`src/rtl/vx_dp_ram_arbiter_pkg.sv`:
```
// Shared types and helpers for the dual-port RAM arbiter.
// Optional perf counters are enabled by defining VX_DP_RAM_ARB_PERF_EN.
package vx_dp_ram_arbiter_pkg;

    typedef enum logic [0:0] {
        ST_CLEAR = 1'b0,
        ST_RUN   = 1'b1
    } state_t;

    localparam int PERF_CNTW = 32;

    function automatic int log2up(input int n);
        return (n > 1) ? $clog2(n) : 1;
    endfunction

    // Enough response credits to cover the read pipeline plus one slot of slack.
    function automatic int rsp_depth(input int out_reg);
        return 2 + out_reg;
    endfunction

endpackage

```
`src/rtl/vx_dp_ram_arbiter_rr_arbiter.sv`:
```
// Round-robin arbiter: picks the first valid requester at or after the pointer;
// the pointer only advances past the winner when the grant is accepted.
module vx_dp_ram_arbiter_rr_arbiter
    import vx_dp_ram_arbiter_pkg::*;
#(
    parameter int NUM_REQS = 4,
    parameter int REQ_SELW = log2up(NUM_REQS)
) (
    input  logic                clk,
    input  logic                reset,
    input  logic [NUM_REQS-1:0] valid,
    input  logic                accept,
    output logic                grant_valid,
    output logic [REQ_SELW-1:0] grant_idx
);

    logic [REQ_SELW-1:0] ptr;
    logic [REQ_SELW-1:0] cand;

    // Scan from the farthest offset down so the nearest valid requester wins.
    always_comb begin
        grant_valid = 1'b0;
        grant_idx   = '0;
        cand        = '0;
        for (int i = NUM_REQS - 1; i >= 0; i--) begin
            cand = REQ_SELW'((int'(ptr) + i) % NUM_REQS);
            if (valid[cand]) begin
                grant_valid = 1'b1;
                grant_idx   = cand;
            end
        end
    end

    always_ff @(posedge clk) begin
        if (reset) begin
            ptr <= '0;
        end else if (accept) begin
            ptr <= (int'(grant_idx) == NUM_REQS - 1) ? '0 : grant_idx + 1'b1;
        end
    end

endmodule

```
`src/rtl/vx_dp_ram_arbiter.sv`:
```
// Shares one 1W/1R RAM between NUM_REQS writers and NUM_REQS readers, with
// credit-based response buffering. Define VX_DP_RAM_ARB_PERF_EN for stall counters.
module vx_dp_ram_arbiter
    import vx_dp_ram_arbiter_pkg::*;
#(
    parameter int NUM_REQS       = 4,
    parameter int DATAW          = 32,
    parameter int SIZE           = 64,
    parameter int WRENW          = 4,
    parameter int OUT_REG        = 1,
    parameter int CLEAR_ON_RESET = 1,
    parameter logic [DATAW-1:0] CLEAR_VALUE = '0,
    parameter int ADDRW          = log2up(SIZE),
    parameter int REQ_SELW       = log2up(NUM_REQS)
) (
    input  logic                         clk,
    input  logic                         reset,
    input  logic [NUM_REQS-1:0]          wr_valid_in,
    input  logic [NUM_REQS*ADDRW-1:0]    wr_addr_in,
    input  logic [NUM_REQS*DATAW-1:0]    wr_data_in,
    input  logic [NUM_REQS*WRENW-1:0]    wr_wren_in,
    output logic [NUM_REQS-1:0]          wr_ready_out,
    input  logic [NUM_REQS-1:0]          rd_valid_in,
    input  logic [NUM_REQS*ADDRW-1:0]    rd_addr_in,
    output logic [NUM_REQS-1:0]          rd_ready_out,
    output logic                         rsp_valid_out,
    output logic [DATAW-1:0]             rsp_data_out,
    output logic [REQ_SELW-1:0]          rsp_idx_out,
    input  logic                         rsp_ready_in,
    output logic                         ram_write,
    output logic [WRENW-1:0]             ram_wren,
    output logic [ADDRW-1:0]             ram_waddr,
    output logic [DATAW-1:0]             ram_wdata,
    output logic                         ram_read,
    output logic [ADDRW-1:0]             ram_raddr,
    input  logic [DATAW-1:0]             ram_rdata,
`ifdef VX_DP_RAM_ARB_PERF_EN
    output logic [PERF_CNTW-1:0]         perf_wr_stalls_out,
    output logic [PERF_CNTW-1:0]         perf_rd_stalls_out,
`endif
    output logic                         init_done_out
);

    localparam int RSP_DEPTH = rsp_depth(OUT_REG);
    localparam int CNTW      = log2up(RSP_DEPTH + 1);
    localparam int FIFO_AW   = log2up(RSP_DEPTH);

    state_t              state;
    logic [ADDRW-1:0]    clear_cnt;
    logic                run;

    logic                wr_cand_valid;
    logic [REQ_SELW-1:0] wr_cand_idx;
    logic                rd_cand_valid;
    logic [REQ_SELW-1:0] rd_cand_idx;
    logic                wr_fire;
    logic                rd_fire;
    logic                hazard;
    logic                credit_ok;

    logic [ADDRW-1:0]    wr_addr_sel;
    logic [DATAW-1:0]    wr_data_sel;
    logic [WRENW-1:0]    wr_wren_sel;
    logic [ADDRW-1:0]    rd_addr_sel;

    logic [CNTW-1:0]     inflight;
    logic [CNTW-1:0]     fifo_count;
    logic [CNTW:0]       credit_used;
    logic [FIFO_AW-1:0]  fifo_rd_ptr;
    logic [FIFO_AW-1:0]  fifo_wr_ptr;
    logic [DATAW-1:0]    fifo_data [RSP_DEPTH];
    logic [REQ_SELW-1:0] fifo_idx  [RSP_DEPTH];

    logic                push_valid;
    logic [REQ_SELW-1:0] push_idx;
    logic                pop;

    always_ff @(posedge clk) begin
        if (reset) begin
            state         <= (CLEAR_ON_RESET != 0) ? ST_CLEAR : ST_RUN;
            clear_cnt     <= '0;
            init_done_out <= 1'b0;
        end else begin
            case (state)
                ST_CLEAR: begin
                    if (clear_cnt == ADDRW'(SIZE - 1)) begin
                        state         <= ST_RUN;
                        init_done_out <= 1'b1;
                    end else begin
                        clear_cnt <= clear_cnt + 1'b1;
                    end
                end
                ST_RUN: begin
                    init_done_out <= 1'b1;
                end
                default: begin
                    state <= ST_RUN;
                end
            endcase
        end
    end

    assign run = (state == ST_RUN) && !reset;

    vx_dp_ram_arbiter_rr_arbiter #(
        .NUM_REQS (NUM_REQS),
        .REQ_SELW (REQ_SELW)
    ) wr_arb (
        .clk         (clk),
        .reset       (reset),
        .valid       (wr_valid_in),
        .accept      (wr_fire),
        .grant_valid (wr_cand_valid),
        .grant_idx   (wr_cand_idx)
    );

    vx_dp_ram_arbiter_rr_arbiter #(
        .NUM_REQS (NUM_REQS),
        .REQ_SELW (REQ_SELW)
    ) rd_arb (
        .clk         (clk),
        .reset       (reset),
        .valid       (rd_valid_in),
        .accept      (rd_fire),
        .grant_valid (rd_cand_valid),
        .grant_idx   (rd_cand_idx)
    );

    assign wr_addr_sel = wr_addr_in[int'(wr_cand_idx)*ADDRW +: ADDRW];
    assign wr_data_sel = wr_data_in[int'(wr_cand_idx)*DATAW +: DATAW];
    assign wr_wren_sel = wr_wren_in[int'(wr_cand_idx)*WRENW +: WRENW];
    assign rd_addr_sel = rd_addr_in[int'(rd_cand_idx)*ADDRW +: ADDRW];

    // Credits come only from registered state so rsp_ready_in never reaches the read grant.
    assign credit_used = {1'b0, inflight} + {1'b0, fifo_count};
    assign credit_ok   = credit_used < (CNTW+1)'(RSP_DEPTH);

    assign wr_fire = run && wr_cand_valid;
    assign hazard  = wr_fire && (rd_addr_sel == wr_addr_sel);
    assign rd_fire = run && rd_cand_valid && credit_ok && !hazard;

    assign wr_ready_out = wr_fire ? (NUM_REQS'(1) << wr_cand_idx) : '0;
    assign rd_ready_out = rd_fire ? (NUM_REQS'(1) << rd_cand_idx) : '0;

    always_comb begin
        ram_write = 1'b0;
        ram_wren  = '0;
        ram_waddr = '0;
        ram_wdata = '0;
        if (state == ST_CLEAR && !reset) begin
            ram_write = 1'b1;
            ram_wren  = '1;
            ram_waddr = clear_cnt;
            ram_wdata = CLEAR_VALUE;
        end else if (wr_fire) begin
            ram_write = 1'b1;
            ram_wren  = wr_wren_sel;
            ram_waddr = wr_addr_sel;
            ram_wdata = wr_data_sel;
        end
    end

    assign ram_read  = rd_fire;
    assign ram_raddr = rd_addr_sel;

    generate
        if (OUT_REG == 0) begin : g_async
            assign push_valid = rd_fire;
            assign push_idx   = rd_cand_idx;
        end else begin : g_line
            logic [OUT_REG-1:0]  line_valid;
            logic [REQ_SELW-1:0] line_idx [OUT_REG];

            // Requester indices ride alongside the RAM's registered read latency.
            always_ff @(posedge clk) begin
                if (reset) begin
                    line_valid <= '0;
                end else begin
                    for (int k = OUT_REG - 1; k > 0; k--) begin
                        line_valid[k] <= line_valid[k-1];
                    end
                    line_valid[0] <= rd_fire;
                end
                for (int k = OUT_REG - 1; k > 0; k--) begin
                    line_idx[k] <= line_idx[k-1];
                end
                line_idx[0] <= rd_cand_idx;
            end

            assign push_valid = line_valid[OUT_REG-1];
            assign push_idx   = line_idx[OUT_REG-1];
        end
    endgenerate

    assign rsp_valid_out = (fifo_count != '0);
    assign rsp_data_out  = fifo_data[fifo_rd_ptr];
    assign rsp_idx_out   = fifo_idx[fifo_rd_ptr];
    assign pop           = rsp_valid_out && rsp_ready_in;

    always_ff @(posedge clk) begin
        if (reset) begin
            inflight    <= '0;
            fifo_count  <= '0;
            fifo_rd_ptr <= '0;
            fifo_wr_ptr <= '0;
        end else begin
            inflight   <= inflight + CNTW'(rd_fire) - CNTW'(push_valid);
            fifo_count <= fifo_count + CNTW'(push_valid) - CNTW'(pop);
            if (push_valid) begin
                fifo_wr_ptr <= (fifo_wr_ptr == FIFO_AW'(RSP_DEPTH - 1)) ? '0 : fifo_wr_ptr + 1'b1;
            end
            if (pop) begin
                fifo_rd_ptr <= (fifo_rd_ptr == FIFO_AW'(RSP_DEPTH - 1)) ? '0 : fifo_rd_ptr + 1'b1;
            end
        end
        if (push_valid) begin
            fifo_data[fifo_wr_ptr] <= ram_rdata;
            fifo_idx[fifo_wr_ptr]  <= push_idx;
        end
    end

`ifdef VX_DP_RAM_ARB_PERF_EN
    logic wr_stall;
    logic rd_stall;

    assign wr_stall = run && (|wr_valid_in) && !wr_fire;
    assign rd_stall = run && (|rd_valid_in) && !rd_fire;

    always_ff @(posedge clk) begin
        if (reset) begin
            perf_wr_stalls_out <= '0;
            perf_rd_stalls_out <= '0;
        end else begin
            if (wr_stall && perf_wr_stalls_out != '1) begin
                perf_wr_stalls_out <= perf_wr_stalls_out + 1'b1;
            end
            if (rd_stall && perf_rd_stalls_out != '1) begin
                perf_rd_stalls_out <= perf_rd_stalls_out + 1'b1;
            end
        end
    end
`endif

endmodule
```
`config.mk`:
```
export PLATFORM = sky130hd
export DESIGN_NAME = vx_dp_ram_arbiter
export DESIGN_NICKNAME = d
export VERILOG_FILES = /design/src/rtl/vx_dp_ram_arbiter_pkg.sv /design/src/rtl/vx_dp_ram_arbiter_rr_arbiter.sv /design/src/rtl/vx_dp_ram_arbiter.sv
export SDC_FILE = /design/constraint.sdc
export NUM_CORES = 1
export LEC_CHECK = 0
export BUFFER_PORTS_ARGS = -buffer_cell sky130_fd_sc_hd__buf_2
export CORE_AREA = 2 2 127 129
export CTS_CLUSTER_DIAMETER = 150
export DETAILED_ROUTE_END_ITERATION = 6
export DIE_AREA = 0 0 129 131
export HOLD_SLACK_MARGIN = 0.1
export PLACE_DENSITY = 0.84
export SLEW_MARGIN = 15
export SYNTH_ARGS = -nofsm -noshare
export SYNTH_HDL_FRONTEND = slang
export SYNTH_SLANG_ARGS = --single-unit
export TNS_END_PERCENT = 1
```
`constraint.sdc`:
```
create_clock -name clk -period 8 [get_ports clk]
set_input_delay 1.6 -clock clk [delete_from_list [all_inputs] [get_ports clk]]
set_output_delay 1.6 -clock clk [all_outputs]
set_load 0.05 [all_outputs]
```
==> impl_results.md, run 1 <==
* Rows at 46
* Max stage delay on crit path at 0.76 ns
* Worst Path Arrival at 4.36 ns
* Minimum period implied by the final worst setup slack at 5.96 ns
* Post-route cell area at 0.00931 mm^2
* Post-synth EDFFs at 102
* Sequential Power Share at 0.384
* Antenna violations before repair at 1
* DR WL/cell at 16.8 um
* Worst min path class: flip-flop to flip-flop
* Cell Chain, Critical Path: buf_2, mux2i_1, nor2_1, nor3_4, inv_1, a211oi_1, buf_2
* Ys async rst share at 0
* Post-CTS setup buffer count at 0
* Global-route wire length before repair at 28.2 mm
* Worst EP required at 6.40 ns
* DRT Wirelength at 19.6 mm
* Fmax at 168 MHz
* Worst Tran Pin Value at 1.12 ns
* Die ar. at 0.0169 mm^2
* DRT Pass-1 Iters at 4
* Clock insertion delay at the later pin of the skew report at 0.40 ns
* Setup violators final at 0
* Placed cell area at 0.00871 mm^2
* Sw power at 0.609 mW
* # nets final at 1,185
* Post-synth top cells: nand2_1, mux2i_1, edfxtp_1, o21ai_0, a211oi_1
* Worst-path clk slew at 0.06 ns
* Relative slew slack at 0.254
* Max IR drop VDD at 0.148 mV
* Gr usage total at 0.218
* Synthesized area per cell at 11.1 um^2
* Sequential share of the synthesized area at 0.515
* Total CTS buffers at 17
* Syn. warnings at 0
* Max-cap violation count at 0
* Crit path max fanout at 34
* Post-route ant nets at 0
* Yosys cell types at 44
* Leakage at 4.02 nW
* Fill cells at 1,282
* DR DRC count at 0
* Clock buffer depth at 2
* Crit path launch type: input port
* Max Slew Vio Count at 0
* Post-synth top flop: edfxtp_1
* Die X at 129 um
* Port Buffers at 328
* Final period util at 0.745
* Area leader, netlist: edfxtp_1
* Crit path top cell by count: buf_2
* H-tree levels at 4
* Share of cells above drive strength 1 at 0.405
* Most frequent cell after synthesis: nand2_1
* Placer Congestion at 0.850
* Ports at 329
* TritonCTS clock tree: yes
* Synth Register Bits at 127
* Comb pwr share at 0.237
* Share of the synthesized area in the top cell type at 0.443
* Core Footprint at 0.0156 mm^2
* Die H at 131 um
* Synth top area cells: edfxtp_1, mux2i_1, dfxtp_1, nand2_1, a211oi_1
* Int Pwr at 1.39 mW
* Area delta synth->final at 34.6%
* Worst setup EP type: primary output
* 1st-iter DRT viols at 307
* Slowest CP cell: inv_1
* Vias per cell at 5.15
* Hold Vio Cnt, Final at 0
* Clk pwr share at 0.379
* Routed via count at 6,002
* TNS Setup at 0 ns
* Reg2reg setup slack at 4.82 ns
* Net switching fraction of the power at 0.305
* Pin count of the biggest net entering global routing at 69
* DP Wirelength at 14.8 mm
* Initial Util at 0.444
* WS Path Type: input port to primary output
* Power per cell area at 214 mW/mm^2
* Status: completed
* Clk sinks at 127
* Syn Std Cell Area at 0.00692 mm^2
* Synthesized instance count at 624
* Number of global-route vias before repair at 5,578
* Post-CTS Resized at 0
* RSZ-0062 raised after global routing: false
* Clock root cell: clkbuf_16
* Overflow after GRT at 0
* Number of hold buffers added after cts at 0
* Mapped Nets at 874
* Layout Skew at 0.00779 ns
## final cells by class
type / instances / area (um^2) / area share
timing repair buffer: 332 / 1670 / 0.180
clock inverter: 12 / 160 / 0.0172
tap: 216 / 270 / 0.0290
antenna: 2 / 5.00 / 0.000538
multi-input combinational: 445 / 3160 / 0.339
clock buffer: 19 / 433 / 0.0465
sequential: 127 / 3570 / 0.383
inverter: 12 / 45.0 / 0.00484
## kinds of logic (layout without fill, tap and decap cells)
kind of cell	count (synthesis)	count (layout)	share of synthesized area
other	0	2	0
adders and majority gates	15	15	0.0282
AOI/OAI and AO/OA	100	100	0.0951
muxes	115	115	0.170
xor gates and xnor gates	15	15	0.0201
buffers and inverters	52	375	0.0336
and+or+nand+nor	200	200	0.138
DFF	127	127	0.515
## metal layers
metal / global-route usage / share of wire
met2: 0.380 / 0.51
met3: 0.0509 / 0.073
met4: 0.0697 / 0.017
met5: 0 / 0
met1: 0.270 / 0.40
## critical path, delay by kind of cell
family | cells | cell delay (ns)
compound gates | 1 | 0.56
buf+inv | 3 | 1.24
mux | 1 | 0.13
simple gates | 2 | 0.79
## per-stage QoR
stage / cells / hold WS [ns] / worst slack, ns / total power [mW] / util
floorplan: 624 / 0.421 / 1.52 / 1.11 / -
finish: 1165 / 0.453 / 2.04 / 1.99 / 0.597
global route: 1164 / 0.477 / 1.83 / 2.07 / 0.597
CTS: 1163 / 0.454 / 2.02 / 2.01 / 0.597
global placement: 1132 / 0.427 / 2.05 / 1.25 / 0.559
detailed placement: 1132 / 0.446 / 2.03 / 1.25 / 0.559
## flip-flops by register name (all words and copies together), names as in the netlist, named ones only
name	cells
clear_cnt	6
init_done_out	1
inflight	2
g_line.line_idx	2
fifo_rd_ptr	2
fifo_data	96
fifo_wr_ptr	2
fifo_count	2
fifo_idx	6
wr_arb.ptr	2
rd_arb.ptr	2
g_line.line_valid	1
state	1
## final timing paths
check | depth (start not counted) | endpoint | from
max | 7 | ram_wdata[30] | wr_valid_in[2]
min | 2 | init_done_out$_SDFFE_PP0N_ | init_done_out$_SDFFE_PP0N_
max reg2reg | 11 | inflight[1]$_SDFF_PP0_ | wr_arb.ptr[1]$_SDFFE_PP0P_
min reg2reg | 2 | init_done_out$_SDFFE_PP0N_ | init_done_out$_SDFFE_PP0N_
## layout by cell type (no fill, tap or decap), types with 12 or more instances in the layout
cell type  netlist  final
nor2_1          27     25
mux2i_1        108    108
a21oi_1         15     15
ha_1            14     14
nand2_1        110    110
and3_1          33     33
dfxtp_1         25     23
edfxtp_1       102    102
buf_2            2    328
clkbuf_16        0     17
o21ai_0         39     39
a211oi_1        34     34
inv_1           12     12
## power by group through the flow
stage	Clock (mW)	Combinational (mW)	Sequential [mW]
3_3_place_gp	0	0.465	0.781
3_5_place_dp	0	0.471	0.781
4_1_cts	0.768	0.473	0.767
6_report	0.756	0.472	0.766
2_1_floorplan	0	0.362	0.743
5_1_grt	0.799	0.504	0.769
No activity file was read; power rests on OpenSTA's default activity.
==> run 2: changes to the inputs <==
--- a/config.mk
+++ b/config.mk
@@ -6,12 +6,12 @@
 export NUM_CORES = 1
 export LEC_CHECK = 0
 export BUFFER_PORTS_ARGS = -buffer_cell sky130_fd_sc_hd__buf_2
-export CORE_AREA = 2 2 127 129
+export CORE_MARGIN = 1
+export CORE_UTILIZATION = 43
 export CTS_CLUSTER_DIAMETER = 150
 export DETAILED_ROUTE_END_ITERATION = 6
-export DIE_AREA = 0 0 129 131
 export HOLD_SLACK_MARGIN = 0.1
-export PLACE_DENSITY = 0.84
+export PLACE_DENSITY = 0.85
 export SLEW_MARGIN = 15
 export SYNTH_ARGS = -nofsm -noshare
 export SYNTH_HDL_FRONTEND = slang
==> constraint.sdc (replaced) <==
create_clock -name clk -period 4.8 [get_ports clk]
set_input_delay 0.96 -clock clk [delete_from_list [all_inputs] [get_ports clk]]
set_output_delay 0.96 -clock clk [all_outputs]
set_load 0.05 [all_outputs]
==> run 2 against run 1 <==
Global-route usage rose by 1.9 points. Via count rose by 2.4%. Register-to-register slack got worse by 2.9 ns. Critical path depth rose by 3. Total power rose by 72%. Sequential share of layout area fell by 0.64 points. Setup slack got worse by 1.7 ns. Largest cell class unchanged. Highest routed layer is now met5.
==> impl_results.md, run 2 (synthesis gave the netlist of run 1 again) <==
* Status: completed
* Worst EP required at 3.84 ns
* Overflow after GRT at 0
* Hold path startpoint: init_done_out$_SDFFE_PP0N_
* Launch point of the critical path: rd_valid_in[0]
* Comb pwr share at 0.240
* Post-CTS setup buffer count at 0
* Pin count of the biggest net entering global routing at 69
* Biggest register: fifo_data
* Clk sinks at 127
* Routed via count at 6,144
* Clk pwr share at 0.393
* Cell depth of the worst setup path at 10
* DR DRC count at 0
* Crit path top cell by count: buf_2
* H-tree levels at 4
* 1st-iter DRT viols at 353
* Worst Tran Pin Value at 1.09 ns
* Number of hold buffers added after cts at 0
* Layout Skew at 0.00685 ns
* Area delta synth->final at 36.8%
* Max FFs per register at 96
* RSZ-0062 raised after global routing: false
* Die X at 129 um
* Crit path max-delay family: compound AO/OA/AOI/OAI gates
* Ports at 329
* DR WL/cell at 17.1 um
* Launching point of the worst reg2reg path: wr_arb.ptr[1]$_SDFFE_PP0P_
* Post-CTS Resized at 0
* Max Slew Vio Count at 0
* Worst setup EP type: primary output
* Placer Congestion at 0.871
* Pre-CTS setup slack at 0.376 ns
* FF-to-FF path depth at 10
* Share of cells above drive strength 1 at 0.421
* Number of global-route vias before repair at 5,823
* Worst min path class: flip-flop to flip-flop
* Core Footprint at 0.0158 mm^2
* Slowest CP cell: a2bb2oi_4
* Clock buffer depth at 2
* Fmax at 226 MHz
* # nets final at 1,191
* DP Wirelength at 14.9 mm
* Rows at 46
* Int Pwr at 2.38 mW
* Leakage at 4.07 nW
* Worst Path Arrival at 3.47 ns
* Reg2reg setup slack at 1.91 ns
* Clock insertion delay at the later pin of the skew report at 0.40 ns
* Minimum period implied by the final worst setup slack at 4.43 ns
* Net switching fraction of the power at 0.309
* WP buf/inv at 2
* Worst r2r dst: inflight[0]$_SDFF_PP0_
* TritonCTS clock tree: yes
* Relative slew slack at 0.274
* Total CTS buffers at 17
* Critical Path Sink: rd_ready_out[3]
* Gr usage total at 0.237
* Setup violators final at 0
* Port Buffers at 328
* Antenna violations before repair at 6
* Power per cell area at 363 mW/mm^2
* Pwr Total at 3.44 mW
* Commonest non-fill, non-tap cell in the layout: buf_2
* Global-route wire length before repair at 29.5 mm
* Sw power at 1.06 mW
* Most frequent cells in the layout: buf_2, nand2_1, mux2i_1
* DRT Wirelength at 20.1 mm
* Die H at 129 um
* Sequential Power Share at 0.367
* Initial Util at 0.439
* Die ar. at 0.0166 mm^2
* Fill cells at 1,288
* Max-cap violation count at 0
* Max IR drop VDD at 0.233 mV
* Hold path depth at 2
* Post-route ant nets at 0
* Top Registers: fifo_data (96), clear_cnt (6), fifo_idx (6)
* Crit path max fanout at 15
* Max stage delay on crit path at 0.47 ns
* Final period util at 0.923
* Vias per cell at 5.23
* DRT Pass-1 Iters at 5
* Worst-path clk slew at 0.06 ns
* Cell Chain, Critical Path: buf_2, a21oi_1, a2bb2oi_4, mux2i_1, mux2i_4, xor2_1, nor4_4, a211oi_4, and2_2, buf_2
* Crit path launch type: input port
* Hold Vio Cnt, Final at 0
* Clock root cell: clkbuf_16
* Worst setup margin at 0.369 ns
* WS Path Type: input port to primary output
==> run 2: cell types whose count changed in the layout (fill, tap and decap cells not counted), moves of 3 or more <==
cell / before / now
buf_4: 4 / 10
mux2i_1: 108 / 103
mux2i_4: 1 / 6
and2_1: 8 / 4
and2_2: 0 / 4
diode_2: 2 / 5
inv_6: 3 / 6
==> run 2: final cells by class <==
class / instances / area, um^2 / area share
Multi-Input combinational cell: 445 / 3230 / 0.341
Clock buffer: 17 / 425 / 0.0449
Sequential cell: 127 / 3570 / 0.377
Inverter: 12 / 45.0 / 0.00476
Clock inverter: 14 / 205 / 0.0217
Tap cell: 216 / 270 / 0.0285
Timing Repair Buffer: 338 / 1720 / 0.181
Antenna cell: 5 / 12.5 / 0.00132
==> run 2: how the worst min path moves through the flow <==
| stage | to | slack (ns) |
|---|---|---|
| global placement | init_done_out$_SDFFE_PP0N_ | 0.43 |
| finish | init_done_out$_SDFFE_PP0N_ | 0.44 |
| detailed placement | init_done_out$_SDFFE_PP0N_ | 0.44 |
| floorplan | fifo_idx[0][0]$_DFFE_PP_ | 0.42 |
| CTS | init_done_out$_SDFFE_PP0N_ | 0.44 |
| global route | fifo_idx[0][1]$_DFFE_PP_ | 0.47 |
==> run 2: routing by layer <==
| metal | GRT usage | wire, um | up-vias |
|---|---|---|---|
| li1 | - | - | 2912 |
| met1 | 0.281 | 7850 | 2915 |
| met2 | 0.399 | 9930 | 273 |
| met3 | 0.0798 | 1830 | 40 |
| met4 | 0.0900 | 495 | 4 |
| met5 | 0 | 27 | - |
==> run 2: through the flow <==
stage	hold slack, ns	instance area (um^2)	cells	setup TNS, ns	util
final	0.443	9470	1174	0	0.600
after global routing	0.474	9460	1172	0	0.600
after CTS	0.443	9460	1169	0	0.600
after detailed placement	0.440	8820	1138	0	0.560
after global placement	0.433	8820	1138	0	0.560
after floorplan	0.421	6990	624	-0.215	-
==> run 2: power groups by stage <==
stage | clock, mW | combinational, mW | sequential [mW]
after floorplan | 0 | 0.615 | 1.24
after global placement | 0 | 0.808 | 1.28
after detailed placement | 0 | 0.819 | 1.29
after CTS | 1.37 | 0.827 | 1.26
after global routing | 1.42 | 0.881 | 1.27
final | 1.35 | 0.825 | 1.26
==> run 2: worst min-delay path: cells and delay by family, from the launching register on <==
| kind | cells | cell delay [ns] |
|---|---|---|
| buffers and inverters | 1 | 0.04 |
| AO/OA/AOI/OAI | 1 | 0.05 |
| flip-flops | 1 | 0.30 |
